### config.mk
export PLATFORM = sky130hd
export DESIGN_NAME = sap_control_sequencer_flat
export DESIGN_NICKNAME = d
export VERILOG_FILES = /design/src/rtl/sap_control_sequencer_pkg.sv /design/src/rtl/sap_control_sequencer_if.sv /design/src/rtl/sap_ring_counter.sv /design/src/rtl/sap_control_sequencer.sv /design/src/flat_wrapper.sv
export SDC_FILE = /design/constraint.sdc
export NUM_CORES = 1
export LEC_CHECK = 0
export BUFFER_PORTS_ARGS = -buffer_cell sky130_fd_sc_hd__clkbuf_2
export CAP_MARGIN = 10
export CORE_MARGIN = 2
export CORE_UTILIZATION = 40
export DETAILED_ROUTE_END_ITERATION = 12
export PLACE_DENSITY = 0.69
export SLEW_MARGIN = 20
export SYNTH_ARGS = -nofsm -noshare
export SYNTH_HDL_FRONTEND = slang
export SYNTH_SLANG_ARGS = --single-unit
### constraint.sdc
create_clock -name clock -period 1.64 [get_ports clock]
set_input_delay 0.328 -clock clock [delete_from_list [all_inputs] [get_ports clock]]
set_output_delay 0.328 -clock clock [all_outputs]
set_load 0.005 [all_outputs]
### src/rtl/sap_control_sequencer_pkg.sv
//------------------------------------------------------------------------------
// sap_control_sequencer_pkg : shared opcodes, T-state and control-word indices
// rev 1.0
//------------------------------------------------------------------------------
`default_nettype none

package sap_control_sequencer_pkg;

  localparam logic [3:0] OP_LDA = 4'h0;
  localparam logic [3:0] OP_ADD = 4'h1;
  localparam logic [3:0] OP_SUB = 4'h2;
  localparam logic [3:0] OP_OUT = 4'hE;
  localparam logic [3:0] OP_HLT = 4'hF;

  localparam int T_WIDTH = 6;
  localparam int T1 = 0;
  localparam int T2 = 1;
  localparam int T3 = 2;
  localparam int T4 = 3;
  localparam int T5 = 4;
  localparam int T6 = 5;

  localparam logic [T_WIDTH-1:0] T_RESET = 6'b000001;

  // Control-word bit positions, shared with the datapath top.
  localparam int CW_PC_INC  = 0;
  localparam int CW_PC_OUT  = 1;
  localparam int CW_MAR_IN  = 2;
  localparam int CW_RAM_OUT = 3;
  localparam int CW_IR_IN   = 4;
  localparam int CW_IR_OUT  = 5;
  localparam int CW_ACC_IN  = 6;
  localparam int CW_ACC_OUT = 7;
  localparam int CW_B_IN    = 8;
  localparam int CW_SUB     = 9;
  localparam int CW_ALU_OUT = 10;
  localparam int CW_OUT_IN  = 11;
  localparam int CW_WIDTH   = 12;

  typedef logic [CW_WIDTH-1:0] ctrl_word_t;

  function automatic logic ring_is_onehot(input logic [T_WIDTH-1:0] v);
    return (v != '0) && ((v & (v - 6'd1)) == '0);
  endfunction

endpackage

`default_nettype wire

### src/rtl/sap_control_sequencer_if.sv
//------------------------------------------------------------------------------
// sap_control_sequencer_if : opcode in, control word / ring state out
// rev 1.0
//------------------------------------------------------------------------------
`default_nettype none

interface sap_control_sequencer_if;

  logic [3:0] opcode;
  logic       pc_inc;
  logic       pc_out;
  logic       mar_in;
  logic       ram_out;
  logic       ir_in;
  logic       ir_out;
  logic       acc_in;
  logic       acc_out;
  logic       b_in;
  logic       sub;
  logic       alu_out;
  logic       out_in;
  logic [5:0] t_state;
  logic       halted;

  modport master (
    input  opcode,
    output pc_inc, pc_out, mar_in, ram_out, ir_in, ir_out,
           acc_in, acc_out, b_in, sub, alu_out, out_in,
           t_state, halted
  );

  modport slave (
    output opcode,
    input  pc_inc, pc_out, mar_in, ram_out, ir_in, ir_out,
           acc_in, acc_out, b_in, sub, alu_out, out_in,
           t_state, halted
  );

endinterface

`default_nettype wire

### src/rtl/sap_ring_counter.sv
//------------------------------------------------------------------------------
// sap_ring_counter : 6-bit one-hot T-state rotator, falling-edge, hold input
// rev 1.0
//------------------------------------------------------------------------------
`default_nettype none

module sap_ring_counter
  import sap_control_sequencer_pkg::*;
(
  input  wire logic               clock,
  input  wire logic               reset,
  input  wire logic               hold,
  output logic [T_WIDTH-1:0]      t_state
);

  logic [T_WIDTH-1:0] t_state_q;
  logic [T_WIDTH-1:0] t_state_d;

  // Recovery wins over hold so a frozen ring can never sit on a bad code.
  always_comb begin
    t_state_d = t_state_q;
    if (!ring_is_onehot(t_state_q)) begin
      t_state_d = T_RESET;
    end else if (!hold) begin
      t_state_d = {t_state_q[T_WIDTH-2:0], t_state_q[T_WIDTH-1]};
    end
  end

  always_ff @(negedge clock or posedge reset) begin
    if (reset) begin
      t_state_q <= T_RESET;
    end else begin
      t_state_q <= t_state_d;
    end
  end

  assign t_state = t_state_q;

endmodule

`default_nettype wire

### src/rtl/sap_control_sequencer.sv
//------------------------------------------------------------------------------
// sap_control_sequencer : SAP-1 fetch/execute control word generator
// rev 1.0
//------------------------------------------------------------------------------
`default_nettype none

module sap_control_sequencer
  import sap_control_sequencer_pkg::*;
#(
  parameter logic [3:0] OP_LDA_P = OP_LDA,
  parameter logic [3:0] OP_ADD_P = OP_ADD,
  parameter logic [3:0] OP_SUB_P = OP_SUB,
  parameter logic [3:0] OP_OUT_P = OP_OUT,
  parameter logic [3:0] OP_HLT_P = OP_HLT
) (
  input  wire logic               clock,
  input  wire logic               reset,
  sap_control_sequencer_if.master bus
);

  logic [T_WIDTH-1:0] t_state;
  logic               halted_q;
  logic               halted_d;
  ctrl_word_t         cw;

  sap_ring_counter u_ring (
    .clock   (clock),
    .reset   (reset),
    .hold    (halted_q),
    .t_state (t_state)
  );

  // Halt latches on the same falling edge that moves T4 -> T5.
  always_comb begin
    halted_d = halted_q;
    if (t_state[T4] && (bus.opcode == OP_HLT_P)) begin
      halted_d = 1'b1;
    end
  end

  always_ff @(negedge clock or posedge reset) begin
    if (reset) begin
      halted_q <= 1'b0;
    end else begin
      halted_q <= halted_d;
    end
  end

  always_comb begin
    cw = '0;
    if (!halted_q) begin
      if (t_state[T1]) begin
        cw[CW_PC_OUT] = 1'b1;
        cw[CW_MAR_IN] = 1'b1;
      end
      if (t_state[T2]) begin
        cw[CW_PC_INC] = 1'b1;
      end
      if (t_state[T3]) begin
        cw[CW_RAM_OUT] = 1'b1;
        cw[CW_IR_IN]   = 1'b1;
      end
      if (t_state[T4]) begin
        if ((bus.opcode == OP_LDA_P) || (bus.opcode == OP_ADD_P) ||
            (bus.opcode == OP_SUB_P)) begin
          cw[CW_IR_OUT] = 1'b1;
          cw[CW_MAR_IN] = 1'b1;
        end else if (bus.opcode == OP_OUT_P) begin
          cw[CW_ACC_OUT] = 1'b1;
        end
      end
      if (t_state[T5]) begin
        if (bus.opcode == OP_LDA_P) begin
          cw[CW_RAM_OUT] = 1'b1;
          cw[CW_ACC_IN]  = 1'b1;
        end else if ((bus.opcode == OP_ADD_P) || (bus.opcode == OP_SUB_P)) begin
          cw[CW_RAM_OUT] = 1'b1;
          cw[CW_B_IN]    = 1'b1;
          cw[CW_SUB]     = (bus.opcode == OP_SUB_P);
        end else if (bus.opcode == OP_OUT_P) begin
          // Accumulator drives a rising edge late, so out_in waits a state.
          cw[CW_ACC_OUT] = 1'b1;
          cw[CW_OUT_IN]  = 1'b1;
        end
      end
      if (t_state[T6]) begin
        if ((bus.opcode == OP_ADD_P) || (bus.opcode == OP_SUB_P)) begin
          cw[CW_ALU_OUT] = 1'b1;
          cw[CW_ACC_IN]  = 1'b1;
          cw[CW_SUB]     = (bus.opcode == OP_SUB_P);
        end
      end
    end
  end

  assign bus.pc_inc  = cw[CW_PC_INC];
  assign bus.pc_out  = cw[CW_PC_OUT];
  assign bus.mar_in  = cw[CW_MAR_IN];
  assign bus.ram_out = cw[CW_RAM_OUT];
  assign bus.ir_in   = cw[CW_IR_IN];
  assign bus.ir_out  = cw[CW_IR_OUT];
  assign bus.acc_in  = cw[CW_ACC_IN];
  assign bus.acc_out = cw[CW_ACC_OUT];
  assign bus.b_in    = cw[CW_B_IN];
  assign bus.sub     = cw[CW_SUB];
  assign bus.alu_out = cw[CW_ALU_OUT];
  assign bus.out_in  = cw[CW_OUT_IN];
  assign bus.t_state = t_state;
  assign bus.halted  = halted_q;

endmodule

`default_nettype wire

### src/flat_wrapper.sv
// flat-port wrapper written by rule: the top's interface ports become plain ports
module sap_control_sequencer_flat import sap_control_sequencer_pkg::*;
#(
  parameter logic [3:0] OP_LDA_P = OP_LDA,
  parameter logic [3:0] OP_ADD_P = OP_ADD,
  parameter logic [3:0] OP_SUB_P = OP_SUB,
  parameter logic [3:0] OP_OUT_P = OP_OUT,
  parameter logic [3:0] OP_HLT_P = OP_HLT
)
  (clock, reset, bus_opcode, bus_pc_inc, bus_pc_out, bus_mar_in, bus_ram_out, bus_ir_in, bus_ir_out, bus_acc_in, bus_acc_out, bus_b_in, bus_sub, bus_alu_out, bus_out_in, bus_t_state, bus_halted);
  sap_control_sequencer_if bus_i ();
  input  wire logic clock;
  input  wire logic reset;
  input wire logic [$bits(bus_i.opcode)-1:0] bus_opcode;
  output wire logic [$bits(bus_i.pc_inc)-1:0] bus_pc_inc;
  output wire logic [$bits(bus_i.pc_out)-1:0] bus_pc_out;
  output wire logic [$bits(bus_i.mar_in)-1:0] bus_mar_in;
  output wire logic [$bits(bus_i.ram_out)-1:0] bus_ram_out;
  output wire logic [$bits(bus_i.ir_in)-1:0] bus_ir_in;
  output wire logic [$bits(bus_i.ir_out)-1:0] bus_ir_out;
  output wire logic [$bits(bus_i.acc_in)-1:0] bus_acc_in;
  output wire logic [$bits(bus_i.acc_out)-1:0] bus_acc_out;
  output wire logic [$bits(bus_i.b_in)-1:0] bus_b_in;
  output wire logic [$bits(bus_i.sub)-1:0] bus_sub;
  output wire logic [$bits(bus_i.alu_out)-1:0] bus_alu_out;
  output wire logic [$bits(bus_i.out_in)-1:0] bus_out_in;
  output wire logic [$bits(bus_i.t_state)-1:0] bus_t_state;
  output wire logic [$bits(bus_i.halted)-1:0] bus_halted;
  assign bus_i.opcode = bus_opcode;
  assign bus_pc_inc = bus_i.pc_inc;
  assign bus_pc_out = bus_i.pc_out;
  assign bus_mar_in = bus_i.mar_in;
  assign bus_ram_out = bus_i.ram_out;
  assign bus_ir_in = bus_i.ir_in;
  assign bus_ir_out = bus_i.ir_out;
  assign bus_acc_in = bus_i.acc_in;
  assign bus_acc_out = bus_i.acc_out;
  assign bus_b_in = bus_i.b_in;
  assign bus_sub = bus_i.sub;
  assign bus_alu_out = bus_i.alu_out;
  assign bus_out_in = bus_i.out_in;
  assign bus_t_state = bus_i.t_state;
  assign bus_halted = bus_i.halted;
  sap_control_sequencer #(.OP_LDA_P(OP_LDA_P), .OP_ADD_P(OP_ADD_P), .OP_SUB_P(OP_SUB_P), .OP_OUT_P(OP_OUT_P), .OP_HLT_P(OP_HLT_P)) u_core (.clock(clock), .reset(reset), .bus(bus_i));
endmodule
==> impl_results.rst, run 1 <==
.. list-table::
   :header-rows: 1

   * - Metric
     - Value
   * - Flip-flop cell with the highest count after synthesis
     - sky130_fd_sc_hd__dfrtn_1
   * - Arrival time of the worst setup path
     - between 2 and 2.5 ns
   * - Via/cell ratio
     - 5.50
   * - Async SR Flop Fraction
     - 100%
   * - TritonCTS Buffers
     - 3
   * - Path class of the lowest-slack min-delay path
     - in -> async
   * - Min Hold Slack
     - 0.678 ns
   * - Number of nets produced by synthesis
     - just under 80
   * - Class of the most critical setup path
     - reg -> out
   * - Worst Setup Start Kind
     - flop
   * - Category of the worst setup path capture point
     - primary output
   * - CP Cell Sequence
     - or3_4 -> a21oi_2 -> and2_2 -> clkbuf_2
   * - Fin cells
     - between 100 and 150
   * - Number of flip-flops and latches in the synthesized netlist
     - 7
   * - Starting utilization of the core area
     - 44.3%
   * - Smallest setup slack after layout
     - -0.813 ns
   * - Die X
     - 42.7 um
   * - Combined buffer and inverter count along the critical path
     - 1
   * - Count of H-tree levels built during CTS
     - 1
   * - Tightest Pin Transition
     - 0.497 ns
   * - Sequential area share after synthesis
     - between 20 and 30%
   * - Longest individual stage delay on the worst path
     - around 0.35 ns
   * - Largest vdd supply drop
     - 0.000392 V
   * - Number of buffers inserted by port buffering
     - 24
   * - Critical path's slowest cell
     - sky130_fd_sc_hd__or3_4
   * - Wire length of the first global-routing pass
     - 2.67 mm
   * - Maximum count of clock buffers along a single path
     - 2
   * - Max-cap viol count
     - 0
   * - Layout cell share with drive strength beyond 1
     - 59.8%
   * - Core region area
     - roughly 1400 um2
   * - Antenna viol nets, final
     - 0
   * - DP Cell Count
     - 122
   * - Pin count of the biggest net entering global routing
     - 14
   * - Detailed-route via count
     - 726
   * - Number of nets in the finished design
     - roughly 120
   * - Number of top-level pins
     - 25
   * - Vias in the first global route
     - 636
   * - Die Span Y
     - 42.7 um
   * - Logic depth of the worst path, buffers included
     - 4
   * - Post-synth cell types
     - 34
   * - Syn Area/Cell
     - 8.42 um2
   * - Final GP Congestion
     - approximately 0.88
   * - CTS tree
     - done
   * - Final HPWL DP
     - 1.28 mm
   * - Required arrival time at the worst endpoint
     - about 1.3 ns
   * - Largest fanout of any net on the critical path
     - 3
   * - Setup repair after global routing missed its margin
     - true
   * - DRT Wirelength
     - 1.90 mm
   * - First DRT Iteration DRCs
     - 15
   * - Max_slew headroom
     - approximately two thirds
   * - Cell area after synthesis
     - 598 um2
   * - 1st-pass router iterations
     - 4
   * - Average wire length per cell after detail routing
     - 14.4 um
   * - Static leakage power
     - approximately 0.52 nW
   * - Overflow after GRT
     - 0
   * - Ratio of total power to cell area
     - 362 nW/um2
   * - P&R area growth vs syn
     - 70.1%
   * - Most used cells in the layout excluding fill and tap cells
     - sky130_fd_sc_hd__clkbuf_2, sky130_fd_sc_hd__buf_4, sky130_fd_sc_hd__buf_6
   * - Finished Core Util
     - 75.3%
   * - Count of pins over their slew limit
     - 0
   * - Layout Skew
     - roughly 0.048 ns
   * - # clock sinks
     - 7
   * - Global Route Usage Sum
     - about a fifth
   * - Die area
     - 1820 um2
   * - Violations in the final reports
     - negative setup slack
   * - Clock network latency to the later pin of the worst-skew pair
     - roughly 0.31 ns
   * - Count of final hold-check violations
     - 0
   * - Largest delay contributor family on the critical path
     - simple AND/OR/NAND/NOR gates
   * - Final setup viols
     - 19
   * - Number of antenna violations at the first check in global routing
     - 0
   * - Number of enable flip-flop cells after synthesis
     - 0
   * - Clock Tree Root
     - sky130_fd_sc_hd__clkbuf_4
   * - Synthesized instance count
     - 71
   * - CTS Hold Buffers Added
     - 0
   * - Number of cell rows
     - 13
   * - R2R cell count
     - 5
   * - YS warnings
     - 0
   * - Outcome
     - finished, violations left
   * - Clk slew on worst S/H paths
     - 0.04 ns
   * - Count of unresolved DRC violations after routing
     - 0
   * - ANT cells
     - 0
-- cell usage after synthesis, types with 2 or more instances --
master,n,share of area (%)
sky130_fd_sc_hd__a21oi_1,6,5.0
sky130_fd_sc_hd__and2_1,5,5.2
sky130_fd_sc_hd__clkbuf_1,2,1.3
sky130_fd_sc_hd__dfrtn_1,6,25
sky130_fd_sc_hd__inv_1,4,2.5
sky130_fd_sc_hd__mux2_2,2,3.8
sky130_fd_sc_hd__nand2_1,3,1.9
sky130_fd_sc_hd__nand2b_1,2,2.1
sky130_fd_sc_hd__nand3_1,2,1.7
sky130_fd_sc_hd__nand4_1,2,2.1
sky130_fd_sc_hd__nor2_1,6,3.8
sky130_fd_sc_hd__nor2b_1,3,3.1
sky130_fd_sc_hd__nor3_1,3,2.5
sky130_fd_sc_hd__nor4b_1,2,2.9
sky130_fd_sc_hd__o2111ai_1,3,4.4
sky130_fd_sc_hd__o41ai_2,2,5.4
-- per-layer routing --
layer  vias up  GRT usage (%)  share of wire (%)
li1        356              -                  -
met5         -              0                  0
met4         0           5.63                1.1
met3         4           2.98                2.6
met1       346           22.6                 43
met2        20           34.2                 53
-- report_power, final --
part           internal (mW)  switching (mW)  total, mW
Clock                 0.0925          0.0737      0.166
Combinational         0.0117          0.0165     0.0281
Sequential             0.174               0      0.174
Total                  0.278          0.0901      0.368
-- what timing repair did --
item,CTS,global route
setup endpoints to repair,19,24
buffers inserted,3,7
pin swaps,1,1
resized for setup,9,13
-- stage by stage --
stage                     setup slack, ns  total power [mW]  instance area (um2)  TNS, ns
after detailed placement           -0.542             0.211                  860    -6.78
after floorplan                    -0.470             0.193                  638    -4.64
after global routing               -0.889             0.387                 1020   -13.06
after CTS                          -0.819             0.371                  943   -12.06
final                              -0.813             0.368                 1020   -11.94
after global placement             -0.513             0.211                  860    -6.59
-- logic make-up (layout without fill, tap and decap cells) --
group	count (synthesis)	in the layout	share of synthesized area, %
AO/OA/AOI/OAI	19	19	26.2
AND/OR/NAND/NOR	33	33	31.0
multiplexers	3	3	5.44
XOR/XNOR	1	1	1.46
buffers and inverters	8	54	6.48
flip-flops	7	7	29.5
-- sequential cells by signal, indices dropped and copies added, names as in the netlist --
name / flops
u_core.bus.halted: 1
u_core.u_ring.t_state: 6
-- worst register-to-register path: stages (launching register included) --
cell and delay [ns]:
sky130_fd_sc_hd__dfrtn_1 0.48, sky130_fd_sc_hd__buf_6 0.13, sky130_fd_sc_hd__buf_4 0.17, sky130_fd_sc_hd__xor2_1 0.12, sky130_fd_sc_hd__a211oi_4 0.34, sky130_fd_sc_hd__a21oi_1 0.12
-- area by class of cell --
class	instances	area, um2
clock buffers	3	22.5
clock inverters	2	8.76
fillers	96	333
well taps	15	18.8
flip-flops and latches	7	176
repair buffers	46	335
multi-input cells	56	444
inverters	3	11.3
-- worst paths after layout --
check	start	endpoint	slack [ns]
hold / removal	reset	u_core.u_ring.t_state[2]	0.68
setup reg to reg	u_core.u_ring.t_state[3]	u_core.u_ring.t_state[5]	0.11
max in group asynchronous	reset	u_core.u_ring.t_state[0]	0.62
hold reg to reg	u_core.bus.halted	u_core.bus.halted	0.76
setup / recovery	u_core.bus.halted	bus_alu_out	-0.81
min in group clock	u_core.bus.halted	u_core.bus.halted	0.76
Note: power is estimated with default switching activity, not from simulation.
==> run 2: changes to the inputs <==
--- a/config.mk
+++ b/config.mk
@@ -11,6 +11,7 @@
 export CORE_UTILIZATION = 40
 export DETAILED_ROUTE_END_ITERATION = 12
 export PLACE_DENSITY = 0.69
+export REMOVE_ABC_BUFFERS = 1
 export SLEW_MARGIN = 20
 export SYNTH_ARGS = -nofsm -noshare
 export SYNTH_HDL_FRONTEND = slang
==> impl_results.rst, run 2 (synthesis gave the netlist of run 1 again) <==
.. list-table::
   :header-rows: 1

   * - Metric
     - Value
   * - Starting utilization of the core area
     - 44.3%
   * - Vias in the first global route
     - ~640
   * - Finished Core Util
     - 77.1%
   * - Hold wc startpoint
     - u_core.u_ring.t_state[3]
   * - CTS tree
     - done
   * - Critical path's slowest cell
     - sky130_fd_sc_hd__dfrtn_1
   * - Count of final hold-check violations
     - 0
   * - Layout cell share with drive strength beyond 1
     - between 50 and 60%
   * - Number of antenna violations at the first check in global routing
     - 0
   * - Path class of the lowest-slack min-delay path
     - reg -> reg
   * - Tightest Pin Transition
     - 0.465 ns
   * - Combined buffer and inverter count along the critical path
     - 1
   * - Final GP Congestion
     - 0.865
   * - TritonCTS Buffers
     - 3
   * - Outcome
     - finished, violations left
   * - Non-Filler Cell Area, Final
     - 1040 um2
   * - Via/cell ratio
     - 5.68
   * - Overflow after GRT
     - 0
   * - Number of top-level pins
     - 25
   * - 1st-pass router iterations
     - 5
   * - Required arrival time at the worst endpoint
     - between 1 and 1.5 ns
   * - Count of unresolved DRC violations after routing
     - 0
   * - Clk slew on worst S/H paths
     - 0.05 ns
   * - Die Span Y
     - 42.7 um
   * - Worst flop-to-flop path endpoint
     - u_core.u_ring.t_state[1]
   * - Worst reg-to-reg setup slack
     - 0.09 ns
   * - P&R area growth vs syn
     - 74.1%
   * - Worst Setup Start Kind
     - flop
   * - Detailed-route via count
     - 756
   * - Wire length of the first global-routing pass
     - 2.99 mm
   * - Die area
     - 1820 um2
   * - CP Launch Point
     - u_core.bus.halted
   * - First DRT Iteration DRCs
     - 18
   * - Critical path destination
     - bus_b_in
   * - Most common library cell in the layout ignoring fill and taps
     - sky130_fd_sc_hd__buf_4
   * - DRT Wirelength
     - 2.04 mm
   * - Max-cap viol count
     - 0
   * - Average wire length per cell after detail routing
     - 15.3 um
   * - Largest delay contributor family on the critical path
     - simple AND/OR/NAND/NOR gates
   * - Arrival time of the worst setup path
     - ~2.2 ns
   * - Longest individual stage delay on the worst path
     - ~0.35 ns
   * - Global Route Usage Sum
     - a little over a fifth
   * - Clock Tree Root
     - sky130_fd_sc_hd__clkbuf_4
   * - Category of the worst setup path capture point
     - primary output
   * - Number of cell rows
     - 13
   * - Count of pins over their slew limit
     - 0
   * - Logic depth of the worst path, buffers included
     - 4
   * - Count of H-tree levels built during CTS
     - 1
   * - Pin count of the biggest net entering global routing
     - 14
   * - Antenna viol nets, final
     - 0
   * - Die X
     - 42.7 um
   * - Clock network latency to the later pin of the worst-skew pair
     - 0.32 ns
   * - Critical register-to-register path startpoint
     - u_core.u_ring.t_state[3]
   * - Violations in the final reports
     - negative setup slack
   * - Number of buffers inserted by port buffering
     - 24
   * - Max reg flops
     - 6
   * - Setup repair after global routing missed its margin
     - true
   * - Largest fanout of any net on the critical path
     - 2
   * - Max_slew headroom
     - 68.9%
   * - Maximum count of clock buffers along a single path
     - 2
   * - Final setup viols
     - 19
   * - Class of the most critical setup path
     - reg -> out
   * - Number of nets in the finished design
     - 125
   * - Most used cells in the layout excluding fill and tap cells
     - sky130_fd_sc_hd__buf_4, sky130_fd_sc_hd__clkbuf_2, sky130_fd_sc_hd__buf_6
   * - Static leakage power
     - 0.527 nW
   * - Final HPWL DP
     - between 1 and 1.5 mm
   * - ANT cells
     - 0
   * - Post-DP Area
     - 818 um2
   * - R2R cell count
     - 4
   * - CP Cell Sequence
     - or3_4 -> a21oi_2 -> and2_1 -> clkbuf_2
   * - Largest vdd supply drop
     - 0.000308 V
   * - Core region area
     - 1350 um2
   * - # clock sinks
     - 7
   * - Smallest setup slack after layout
     - -0.863 ns
   * - Layout Skew
     - roughly 0.062 ns
   * - Ratio of total power to cell area
     - 362 nW/um2
-- run 2: power by group --
part / internal, mW / switching, mW
sequential: 0.174 / 0
combinational: 0.0102 / 0.0173
clock: 0.0930 / 0.0826
total: 0.277 / 0.0999
-- run 2: how the worst min path moves through the flow --
stage,endpoint,cells past startpoint
floorplan,u_core.u_ring.t_state[5],3
global placement,u_core.bus.halted,2
detailed placement,u_core.bus.halted,2
CTS,u_core.bus.halted,2
global route,u_core.bus.halted,2
finish,u_core.bus.halted,2
-- run 2: repair_timing --
action / in CTS / in global routing
pin swaps: 3 / 4
cloned: 0 / 0
gates resized for setup: 14 / 16
endpoints found under the hold margin: 0 / 0
setup buffers: 3 / 6
hold buffers: 0 / 0
endpoints found under the setup margin: 19 / 24
-- run 2: cell type report --
cell class                 count  area (um2)
clock buffer                   3        22.5
clock inverter                 2        8.76
fill                          99         309
inverter                       3        11.3
multi-input combinational     56         459
sequential                     7         176
tap                           15        18.8
timing repair buffer          47         344
-- run 2: through the flow --
stage,setup slack [ns],total power [mW],setup TNS (ns),hold WS [ns],instances
after floorplan,-0.603,0.192,-5.32,0.573,67
after global placement,-0.554,0.207,-6.47,0.612,120
after detailed placement,-0.598,0.208,-6.57,0.614,120
after CTS,-0.829,0.381,-12.09,0.620,127
after global routing,-0.910,0.394,-13.37,0.651,133
final,-0.863,0.377,-12.65,0.625,133
-- run 2: metal layers --
layer / wire length (um) / track usage, % / vias to the layer above
li1: - / - / 358
met1: 877 / 29.8 / 366
met2: 1040 / 36.1 / 30
met3: 102 / 1.28 / 2
met4: 21 / 7.50 / 0
met5: 0 / 0 / -
-- run 2: tightest hold or removal path, delay by kind of cell (launching register included) --
| family | cells | cell delay (ns) |
|---|---|---|
| compound gates | 1 | 0.07 |
| flops | 1 | 0.40 |
| simple gates | 1 | 0.08 |
